--- src/rtl/comp_mac_ctrl.sv ---
// Frame controller that feeds a complex multiplier and accumulates LEN products into one dot product.
// Build option COMP_MAC_CONJ_EN: multiply each sample by the conjugate of its coefficient.
module comp_mac_ctrl #(
    parameter int DWIDTH = 8,
    parameter int LEN_W  = 4
) (
    input  logic                              clk,
    input  logic                              rst_n,
    input  logic                              sw_rst,
    input  logic                              start,
    input  logic [LEN_W-1:0]                  cfg_len,
    output logic                              busy,
    input  logic                              smp_val,
    output logic                              smp_rdy,
    input  logic [2*DWIDTH-1:0]               smp_data,
    input  logic                              coef_val,
    output logic                              coef_rdy,
    input  logic [2*DWIDTH-1:0]               coef_data,
    output logic                              op_val,
    input  logic                              op_rdy,
    output logic [4*DWIDTH-1:0]               op_data,
    input  logic                              res_val,
    output logic                              res_rdy,
    input  logic [4*DWIDTH+3:0]               res_data,
    output logic                              acc_val,
    input  logic                              acc_rdy,
    output logic [2*(2*DWIDTH+2+LEN_W)-1:0]   acc_data
);

    localparam int PWIDTH = 2*DWIDTH + 2;
    localparam int AWIDTH = PWIDTH + LEN_W;
    localparam int CW     = LEN_W + 1;
    localparam logic [CW-1:0] LEN_MAX = {1'b1, {LEN_W{1'b0}}};

    typedef enum logic [1:0] {S_IDLE, S_RUN, S_DRAIN, S_OUT} state_t;

    state_t                  state_q, state_d;
    logic [CW-1:0]           len_q, len_d;
    logic [CW-1:0]           iss_q, iss_d;
    logic [CW-1:0]           rcv_q, rcv_d;
    logic signed [AWIDTH-1:0] xa_q, xa_d, ya_q, ya_d;
    logic [2*AWIDTH-1:0]     acc_q, acc_d;

    logic                    op_hs, res_hs;
    logic [DWIDTH-1:0]       y2_raw, y2_eff;
    logic [PWIDTH-1:0]       xr, yr;
    logic signed [AWIDTH-1:0] xr_ext, yr_ext;

    assign y2_raw = coef_data[DWIDTH-1:0];

`ifdef COMP_MAC_CONJ_EN
    localparam logic [DWIDTH-1:0] D_MIN = {1'b1, {(DWIDTH-1){1'b0}}};
    localparam logic [DWIDTH-1:0] D_MAX = {1'b0, {(DWIDTH-1){1'b1}}};
    // The most negative value has no positive twin, so its negation clips.
    assign y2_eff = (y2_raw == D_MIN) ? D_MAX : (~y2_raw + 1'b1);
`else
    assign y2_eff = y2_raw;
`endif

    assign op_data = {smp_data, coef_data[2*DWIDTH-1:DWIDTH], y2_eff};

    assign xr     = res_data[2*PWIDTH-1:PWIDTH];
    assign yr     = res_data[PWIDTH-1:0];
    assign xr_ext = {{LEN_W{xr[PWIDTH-1]}}, xr};
    assign yr_ext = {{LEN_W{yr[PWIDTH-1]}}, yr};

    assign op_hs  = op_val & op_rdy;
    assign res_hs = res_val & res_rdy;

    // NOTE: every signal driven here gets a default first so no path infers a latch.
    always_comb begin
        state_d  = state_q;
        len_d    = len_q;
        iss_d    = iss_q + {{LEN_W{1'b0}}, op_hs};
        rcv_d    = rcv_q + {{LEN_W{1'b0}}, res_hs};
        xa_d     = res_hs ? xa_q + xr_ext : xa_q;
        ya_d     = res_hs ? ya_q + yr_ext : ya_q;
        acc_d    = acc_q;
        busy     = (state_q != S_IDLE);
        op_val   = 1'b0;
        res_rdy  = 1'b0;
        acc_val  = 1'b0;

        case (state_q)
            S_IDLE: begin
                if (start) begin
                    len_d   = (cfg_len == '0) ? LEN_MAX : {1'b0, cfg_len};
                    iss_d   = '0;
                    rcv_d   = '0;
                    xa_d    = '0;
                    ya_d    = '0;
                    state_d = S_RUN;
                end
            end
            S_RUN: begin
                op_val  = smp_val & coef_val & (iss_q < len_q);
                res_rdy = 1'b1;
                if (iss_d == len_q) begin
                    if (rcv_d == len_q) begin
                        acc_d   = {xa_d, ya_d};
                        state_d = S_OUT;
                    end else begin
                        state_d = S_DRAIN;
                    end
                end
            end
            S_DRAIN: begin
                res_rdy = 1'b1;
                // Capture includes the product accepted this very cycle.
                if (rcv_d == len_q) begin
                    acc_d   = {xa_d, ya_d};
                    state_d = S_OUT;
                end
            end
            S_OUT: begin
                acc_val = 1'b1;
                if (acc_rdy) state_d = S_IDLE;
            end
            default: state_d = S_IDLE;
        endcase
    end

    assign smp_rdy  = op_hs;
    assign coef_rdy = op_hs;
    assign acc_data = acc_q;

    // NOTE: sequential state uses non-blocking assignments so all registers update together.
    always_ff @(posedge clk or negedge rst_n) begin
        if (!rst_n) begin
            state_q <= S_IDLE;
            len_q   <= '0;
            iss_q   <= '0;
            rcv_q   <= '0;
            xa_q    <= '0;
            ya_q    <= '0;
            acc_q   <= '0;
        end else if (sw_rst) begin
            state_q <= S_IDLE;
            len_q   <= '0;
            iss_q   <= '0;
            rcv_q   <= '0;
            xa_q    <= '0;
            ya_q    <= '0;
            acc_q   <= '0;
        end else begin
            state_q <= state_d;
            len_q   <= len_d;
            iss_q   <= iss_d;
            rcv_q   <= rcv_d;
            xa_q    <= xa_d;
            ya_q    <= ya_d;
            acc_q   <= acc_d;
        end
    end

endmodule

--- config.mk ---
export PLATFORM = sky130hd
export DESIGN_NAME = comp_mac_ctrl
export DESIGN_NICKNAME = d
export VERILOG_FILES = /design/src/rtl/comp_mac_ctrl.sv
export SDC_FILE = /design/constraint.sdc
export NUM_CORES = 1
export LEC_CHECK = 0
export BUFFER_PORTS_ARGS = -buffer_cell sky130_fd_sc_hd__buf_4
export CAP_MARGIN = 10
export CORE_ASPECT_RATIO = 1.5
export CORE_UTILIZATION = 55
export CTS_BUF_LIST = sky130_fd_sc_hd__clkbuf_16
export DETAILED_ROUTE_END_ITERATION = 10
export PLACE_DENSITY = 0.91
export SLEW_MARGIN = 40
export SYNTH_ARGS = -nofsm -noshare
export SYNTH_HDL_FRONTEND = slang
export SYNTH_SLANG_ARGS = --single-unit
export TNS_END_PERCENT = 5
--- constraint.sdc ---
create_clock -name clk -period 4.3 [get_ports clk]
set_input_delay 0 -clock clk [delete_from_list [all_inputs] [get_ports clk]]
set_output_delay 0 -clock clk [all_outputs]
set_load 0.02 [all_outputs]
# After elaboration in Yosys (flattened, before gate mapping)
# Cells that the tools add are included.
[totals]
output_inout_bits = 82
elab_cells = 67
reg_bits = 105
[classes]
n_bitwise = 4
order_cmp = 1
mux = 32
n_reduce_logical = 10
eq_ne = 9
addsub = 4
[op_table]
columns = ["cell", "n"]
rows = [
  ["$mux W22", 8],
  ["$mux W44", 3],
  ["$pmux W44 S2", 1],
  ["$mux W5", 10],
  ["$add A22 B18 Y22", 2],
  ["$ne A3 B3 Y1 const B", 4],
  ["$add A5 B1 Y5", 2],
  ["$eq A5 B5 Y1", 2],
  ["$mux W2", 5],
  ["$pmux W2 S4", 1],
  ["$reduce_bool A2 Y1", 3],
  ["$lt A5 B5 Y1", 1],
  ["$and A1 B1 Y1", 4],
  ["$eq A2 B2 Y1 const B", 2],
  ["$logic_not A4 Y1", 1],
  ["$mux W1", 4],
  ["$reduce_and A2 Y1", 2],
  ["$reduce_and A4 Y1", 1],
  ["$reduce_bool A3 Y1", 1],
  ["$eq A2 B1 Y1 const B", 1],
  ["$logic_not A2 Y1", 1],
  ["$reduce_or A2 Y1", 1],
]

# Logic depth before layout (Yosys ltp)
# Gate-level depths: netlist of the first run.
[logic_depth]
word_depth = 10
ltp_mapped = 19
ltp_nobuf = 17

# Least setup slack after synthesis of the first run
# No wires, ideal clock.
[synth_timing]
path_kind = "register -> register"
from = "reg len_q[1]"
to = "reg acc_q[36] (netlist: acc_data[36])"
required_time_ns = 4.175
n_path_buf = 0
stages_incl_launch_ff = 17
setup_ns = 0.125
slack_ns = -0.261
synth_period_minus_slack_ns = 4.561
t_arrival_ns = 4.436
cell_sequence = "dfrtp_1 -> inv_1 -> ha_1 -> a21oi_1 -> nor2b_1 -> o21ai_0 -> nand2b_1 -> a2111oi_0 -> and2_1 -> ha_1 -> ha_1 -> xor2_1 -> nor2_1 -> nand4_1 -> o21a_1 -> o21ai_0 -> mux2_2"
[synth_via]
elab_chain_cells = 8
[synth_lines]
columns = ["element", "line", "source"]
rows = [
  ["start, declared", "38", "logic [CW-1:0] len_q, len_d;"],
  ["start signal, assigned", "147", "len_q <= len_d;"],
  ["$lt A5 B5 Y1", "96", "op_val = smp_val & coef_val & (iss_q < len_q);"],
  ["$and A1 B1 Y1", "96", ""],
  ["$mux W1", "84", "case (state_q)"],
  ["via op_val", "19", "output logic op_val,"],
  ["$and A1 B1 Y1", "67", "assign op_hs = op_val & op_rdy;"],
  ["via coef_rdy", "17", "output logic coef_rdy,"],
  ["$add A5 B1 Y5", "74", "iss_d = iss_q + {{LEN_W{1'b0}}, op_hs};"],
  ["$eq A5 B5 Y1", "98", "if (iss_d == len_q) begin"],
  ["$ne A3 B3 Y1 (no line)", "n/a", ""],
  ["$reduce_and A2 Y1 (no line)", "n/a", ""],
  ["end signal, assigned", "136", "acc_q <= '0;"],
  ["end signal, assigned", "144", "acc_q <= '0;"],
  ["end signal, assigned", "152", "acc_q <= acc_d;"],
  ["end, declared", "42", "logic [2*AWIDTH-1:0] acc_q, acc_d;"],
]
# The timed path passes the listed nets, and every way through them passes these cells. The select of a mux whose other input is x is not followed.
# A chain may end at the register's enable or synchronous reset.

# Worst setup path after layout of the first run
[layout_timing]
from = "reg len_q[1]"
to = "reg acc_q[36] (netlist: acc_data[36])"
[layout_via]
elab_chain_cells = 8
[layout_lines]
columns = ["element", "line"]
rows = [
  ["$lt A5 B5 Y1", "96"],
  ["$and A1 B1 Y1", "96"],
  ["$mux W1", "84"],
  ["$and A1 B1 Y1", "67"],
  ["$add A5 B1 Y5", "74"],
  ["$eq A5 B5 Y1", "98"],
  ["$ne A3 B3 Y1 (no line)", "n/a"],
  ["$reduce_and A2 Y1 (no line)", "n/a"],
]
# Parallel ways exist; a longest one is shown, timed or not. The select of a mux whose other input is x is not followed.

==> flow_summary_export.csv, run 1 <==
group,metric,value,unit
logic_synthesis,ys_async_sr_fraction,100.0,%
logic_synthesis,yosysWarnings,0,
logic_synthesis,syn-cell-area,7177,um^2
timing,setup_slack,230.0,ps
critical_path,cp-start-kind,"register",
final_layout,drive_gt1_share,15.63,%
global_route,grt_pass1_wl,27940,um
final_layout,nFillCells,1042,
critical_path,rrSetupSlack,230,ps
die,ios,163,
logic_synthesis,yosysTopAreaCellShare,36.61,%
global_route,overflow,0,
die,dieArea,13520,um^2
power,powerDensity,568.4,nW/um^2
placed_design,post-place-ws,274.6,ps
logic_synthesis,synth_edf_count,0,
timing,grt_setup_unrepaired,"no",
cts,cts.clk_slew.worst_paths,70,ps
final_layout,area_delta_synth_final,13.62,%
global_route,antenna_found_initial,0,
critical_path,critPathMaxStageDelay,510,ps
final_layout,diodes,0,
critical_path,cp_slowest_cell,"a2111oi_1",
timing,final-setup-viol-count,0,
cts,ctsRootBufferMaster,"clkbuf_16",
logic_synthesis,synth-seq-area-share,36.61,%
hold_path,whs_path_depth,0,
power,vdd_drop_max,0.3743,mV
cts,post_cts_resized,0,
power,total_power,4.635,mW
timing,final.setup.tns,0,ps
logic_synthesis,yosys.area.top_type,"dfrtp_1",
logic_synthesis,synth_seq_cells,105,
timing,whs,0.007185,ps
run_status,outcome,"finished clean",
route,wire_per_inst,16.39,um
timing,final-hold-violation-count,0,
critical_path,cp-end-kind,"register",
timing,relSlewSlack,57.86,%
route,vias_per_cell,6.015,
critical_path,reg2reg_to,"acc_data[36]",
timing,worst_pin_slew,632.1,ps
logic_synthesis,synthTopCellsByArea,"dfrtp_1, ha_1, nor2_1, a21oi_1, a211oi_1",
cts,htreeDepth,3,
route,antenna_left,0,
power,p_switching,1.965,mW
cts,clk_latency,350,ps
power,power.share.clock,19.6,%
cts,clockBufferDepth,2,
timing,fin_crit_sh,94.65,%
route,dr.first_iter.drc_count,308,
critical_path,worstSetupPathType,"register to register",
timing,slew_viol_final,0,
final_layout,finalNetCount,1003,
critical_path,worst_r2r_startpoint,"len_q[1]",
final_layout,final_cell_mix,"nor2_1, dfrtp_1, buf_4, a21oi_1, nand2_1",
power,pwr-share-seq,30.0,%
route,dr.pass1.iters,5,
timing,fmax,245.7,MHz
die,dieWidth,95.27,um
route,drc,0,
job,max_cap_viol_count,0,
critical_path,critPathMaxFanout,6,
timing,skew,8.520,ps
global_route,grt_max_degree,69,
logic_synthesis,synthFlopType,"dfrtp_1",
placed_design,hpwl,12230,um
global_route,grt_pass1_vias,6062,
critical_path,cpMostUsedCell,"ha_1",
hold_path,hold_start,"coef_data[12]",
logic_synthesis,synth_nets,952,
placed_design,io_buffers,98,
die,initial_core_util,57.07,%
critical_path,crit_chain,"inv_1 -> ha_1 -> a21oi_1 -> nor2b_1 -> o21ai_0 -> nand2b_1 -> a2111oi_1 -> and2_1 -> ha_1 -> ha_1 -> xor2_1 -> nor2_1 -> nand4_1 -> o21a_1 -> o21ai_0 -> mux2_2",
die,die_h,141.9,um
hold_path,min_to,"op_data[12]",
placed_design,postPlaceCellArea,7774,um^2
critical_path,cp.required,4540,ps
critical_path,worstPathArrival,4310,ps
cts,cts_made_buffers,9,
power,p_leak,3.891,nW
cts,clock-sinks,105,
hold_path,hold_path.class,"input port to output pin",
route,routed_wl,16820,um
global_route,track_usage,26.19,%
final_layout,final_area,8154,um^2
die,rows,50,
timing,fin_crit,4070,ps
logic_synthesis,synth_cells,814,
power,combPwrFrac,50.4,%
cts,tritoncts,"done",
route,vias,6171,
power,internal_power,2.670,mW
critical_path,reg2regPathDepth,16,
power,switching_share,42.40,%
final_layout,layout_commonest_cell,"nor2_1",
logic_synthesis,synth_cell_types,60,
logic_synthesis,avgSynthCellArea,8.817,um^2
placed_design,finalWeightedCongestion,0.9216,
die,core_area,12570,um^2
[per-stage QoR]
stage	util, %	std cells
final	64.85	1026
after global placement	61.80	1005
after detailed placement	61.82	1005
after global routing	64.85	1026
after floorplan	-	814
after CTS	64.82	1026
[critical path, delay by kind of cell (launching register included)]
kind	cells	cell delay [ps]
muxes	1	390
AOI/OAI and AO/OA	5	1530
adders and majority gates	3	730
buffers and inverters	1	70
and+or+nand+nor	5	670
DFF	1	420
xor gates and xnor gates	1	160
[layout make-up]
cell class | instances | area, um^2 | share of cell area (%)
sequential | 105 | 2628 | 32.22
tap | 156 | 195.2 | 2.394
inverter | 20 | 75.07 | 0.9207
clock buffer | 9 | 225.2 | 2.762
multi-input combinational | 619 | 4075 | 49.98
timing repair buffer | 110 | 854.6 | 10.48
clock inverter | 7 | 101.3 | 1.243
[registers in the layout (all words and copies together), names as in the netlist]
signal / cells
xa_q: 22
rcv_q: 5
state_q: 2
iss_q: 5
acc_data: 44
ya_q: 22
len_q: 5
[how the worst max path moves through the flow]
stage	cells after the start	to	slack (ps)	start
2_1_floorplan	16	acc_data[36]	20	len_q[1]
3_3_place_gp	16	acc_data[6]	500	len_q[1]
3_5_place_dp	16	acc_data[6]	270	len_q[1]
4_1_cts	16	acc_data[36]	230	len_q[1]
5_1_grt	16	acc_data[6]	20	len_q[1]
6_report	16	acc_data[36]	230	len_q[1]
[synth_stat cells, drive strengths merged (21+ instances only)]
cell,number
a211oi,44
a21oi,68
buf,46
clkbuf,24
dfrtp,105
ha,55
mux2i,26
nand2,59
nor2,113
o21ai,40
xnor2,21
[routing by layer]
| layer | vias to the layer above | track usage (%) | wire [um] |
|---|---|---|---|
| li1 | 3002 | - | - |
| met2 | 161 | 45.30 | 8626 |
| met4 | 0 | 11.88 | 469 |
| met5 | - | 0 | 0 |
| met1 | 2959 | 31.44 | 6994 |
| met3 | 49 | 4.019 | 726 |
[power by group through the flow]
stage	Sequential [mW]	Combinational, mW	Clock [mW]
3_5_place_dp	1.41	2.33	0
5_1_grt	1.42	2.58	0.959
6_report	1.39	2.34	0.906
4_1_cts	1.39	2.35	0.916
2_1_floorplan	1.58	1.49	0
3_3_place_gp	1.41	2.27	0
[kinds of logic (layout without fill, tap and decap cells)]
logic type	count (synthesis)	in the layout	share of synthesized area [%]
adders and majority gates	57	57	10.15
xor gates and xnor gates	39	39	4.759
buffers and inverters	90	146	6.764
muxes	29	29	4.097
DFF	105	105	36.61
and+or+nand+nor	265	265	16.61
AOI/OAI and AO/OA	229	229	21.01
[repair_timing]
item	CTS	global route
hold buffers	5	0
buffers inserted	0	0
endpoints found under the hold margin	72	0
(Power assumes the default switching activity.)
==> run 2, diff against run 1 <==
- ABC_AREA: not set -> 1
- PLACE_DENSITY: 0.91 -> 0.9
==> flow_summary_export.csv, run 2 <==
group,metric,value,unit
run_status,outcome,"finished clean",
power,vdd_drop_max,0.4444,mV
route,routed_wl,21240,um
logic_synthesis,syn-cell-area,8147,um^2
route,wire_per_inst,14.67,um
global_route,grt_pass1_wl,35120,um
logic_synthesis,yosys.area.top_type,"dfrtp_1",
logic_synthesis,synth.most_common_cell,"nand2_1",
logic_synthesis,synth_compound_area_share,8.662,%
power,powerDensity,601.5,nW/um^2
critical_path,worstPathArrival,3860,ps
logic_synthesis,synth_nets,1328,
die,die_h,151.1,um
critical_path,critPathMaxStageDelay,560,ps
logic_synthesis,synthMuxAreaShare,0.4915,%
placed_design,hpwl,15810,um
global_route,grt_max_degree,79,
logic_synthesis,yosysTopAreaCellShare,32.25,%
hold_path,hold_path.class,"input port to output pin",
logic_synthesis,synthAdderAreaFrac,8.939,%
route,antenna_left,0,
timing,fin_crit,3564,ps
critical_path,cp-end-kind,"register",
critical_path,crit_family,"simple AND/OR/NAND/NOR gates",
die,initial_core_util,56.08,%
logic_synthesis,synth_xor_area_share,0.5376,%
final_layout,diodes,0,
timing,fmax,280.6,MHz
logic_synthesis,ys_async_sr_fraction,100.0,%
timing,relSlewSlack,51.17,%
logic_synthesis,synth_cell_types,40,
cts,cts.clk_slew.worst_paths,80,ps
global_route,grt_pass1_vias,7672,
final_layout,largest_register_ffs,44,
timing,final-hold-violation-count,0,
logic_synthesis,yosysWarnings,0,
logic_synthesis,synth_top_family_by_area,"simple AND/OR/NAND/NOR gates",
die,dieArea,15310,um^2
global_route,overflow,0,
timing,skew,12.66,ps
route,dr.pass1.iters,8,
critical_path,cpMostUsedCell,"nand2_1",
critical_path,cp_slowest_cell,"buf_6",
cts,postCtsSetupRepairBufs,0,
placed_design,io_buffers,98,
logic_synthesis,synth_seq_cells,105,
final_layout,area_delta_synth_final,11.98,%
placed_design,dp.cells,1428,
logic_synthesis,avgSynthCellArea,6.846,um^2
timing,final.setup.tns,0,ps
final_layout,nFillCells,1333,
logic_synthesis,synthTopCellsByArea,"dfrtp_1, nand2_1, ha_1, inv_1, nor2_1",
timing,worst_pin_slew,732.5,ps
critical_path,critPathMaxFanout,71,
final_layout,final_cell_mix,"nand2_1, inv_1, nor2_1, nand3_1, dfrtp_1",
logic_synthesis,synthFlopType,"dfrtp_1",
route,dr.first_iter.drc_count,472,
job,max_cap_viol_count,0,
global_route,antenna_found_initial,0,
cts,clk_latency,350,ps
cts,tritoncts,"done",
die,ios,163,
final_layout,layout_commonest_cell,"nand2_1",
critical_path,path_buf_inv,2,
placed_design,finalWeightedCongestion,0.9589,
final_layout,finalNetCount,1386,
timing,fin_crit_sh,82.88,%
route,vias,7808,
cts,cts_made_buffers,9,
logic_synthesis,synthSimpleGateAreaFrac,36.69,%
cts,post_cts_resized,0,
global_route,track_usage,29.44,%
logic_synthesis,synth_edf_count,0,
critical_path,cp.required,4600,ps
cts,clock-sinks,105,
logic_synthesis,synth-seq-area-share,32.25,%
critical_path,worstSetupPathType,"register to register",
final_layout,final_cells,1448,
cts,clockBufferDepth,2,
cts,htreeDepth,3,
timing,grt_setup_unrepaired,"no",
route,drc,0,
final_layout,fin_util,62.80,%
timing,slew_viol_final,0,
critical_path,crit_chain,"inv_1 -> ha_1 -> a21oi_1 -> o21a_1 -> nand4_1 -> nor3b_1 -> ha_1 -> ha_1 -> nand3_1 -> xor2_1 -> nand2_1 -> nand2_1 -> o21ai_2 -> nand3_4 -> buf_6 -> nand2_1 -> nand2_1",
final_layout,drive_gt1_share,15.34,%
logic_synthesis,synth_cells,1190,
timing,final-setup-viol-count,0,
route,vias_per_cell,5.392,
critical_path,cp-start-kind,"register",
die,rows,54,
die,core_area,14530,um^2
cts,ctsRootBufferMaster,"clkbuf_16",
power,p_leak,5.095,nW
die,dieWidth,101.4,um
cts,cts_hold_buf,5,
logic_synthesis,synth_commonest_cells,"nand2_1, inv_1, nor2_1, nand3_1, dfrtp_1",
==> run 2: cell types whose count changed in the layout (fill, tap and decap cells not counted), moves of 25 or more <==
cell | before | now
nand3_1 | 19 | 110
o21ai_0 | 39 | 10
nand2_1 | 58 | 354
inv_1 | 20 | 154
a21oi_1 | 67 | 40
nand2_2 | 1 | 26
a211oi_1 | 44 | 0
nor2_1 | 112 | 151
o21ai_2 | 1 | 28
==> run 2: logic make-up after synthesis <==
kind of cell | Yosys count
buffers and inverters | 219
and+or+nand+nor | 694
muxes | 4
AOI/OAI and AO/OA | 106
xor gates and xnor gates | 5
DFF | 105
adders and majority gates | 57
==> run 2: cell type report <==
cell class	count	area, um^2	area share (%)
inverter	158	593.1	6.501
sequential	105	2628	28.80
timing repair buffer	108	834.6	9.148
clock inverter	6	90.09	0.9875
tap	196	245.2	2.688
multi-input combinational	866	4507	49.40
clock buffer	9	225.2	2.469
==> run 2: metal layers <==
layer	global-route usage [%]	part of all wire [%]	routed length, um	vias up
met1	31.58	37	7861	3605
met3	3.046	4.6	987	80
met2	54.35	53	11200	248
li1	-	-	-	3875
met4	18.70	5.6	1195	0
met5	0	0	0	-
==> run 2: worst paths after layout <==
path	start	end	slack, ps	cells past startpoint
worst max-delay path	len_q[2]	acc_data[0]	740	17
worst min-delay path	smp_data[6]	op_data[22]	0.006	0
worst max register to register	len_q[2]	acc_data[0]	740	17
worst min register to register	acc_data[17]	acc_data[17]	490	2
max in group asynchronous	rst_n	xa_q[0]	3100	3
min in group asynchronous	rst_n	acc_data[30]	230	2
==> run 2: worst register-to-register path: stages (launching register included) <==
cell and delay [ps]:
dfrtp_1 390, inv_1 130, ha_1 270, a21oi_1 150, o21a_1 120, nand4_1 110, nor3b_1 420, ha_1 260
ha_1 180, nand3_1 100, xor2_1 210, nand2_1 80, nand2_1 100, o21ai_2 90, nand3_4 70, buf_6 560
nand2_1 170, nand2_1 100
==> run 2: through the flow <==
step / area (um^2) / setup WS (ps) / hold slack (ps) / total power, mW
4_1_cts: 9115 / 718.1 / 0.1367 / 5.500
5_1_grt: 9123 / 390.8 / 0.02923 / 5.909
3_3_place_gp: 8746 / 710.2 / 0.1367 / 4.490
3_5_place_dp: 8750 / 781.2 / 0.1367 / 4.572
2_1_floorplan: 8147 / 912.9 / -295.6 / 3.799
6_report: 9123 / 736.1 / 0.005613 / 5.488
==> run 2: report_power, final <==
group	total (mW)	switching, mW	internal (mW)
clock	0.903	0.390	0.512
combinational	3.05	2.00	1.06
sequential	1.53	0.231	1.30
total	5.49	2.62	2.87
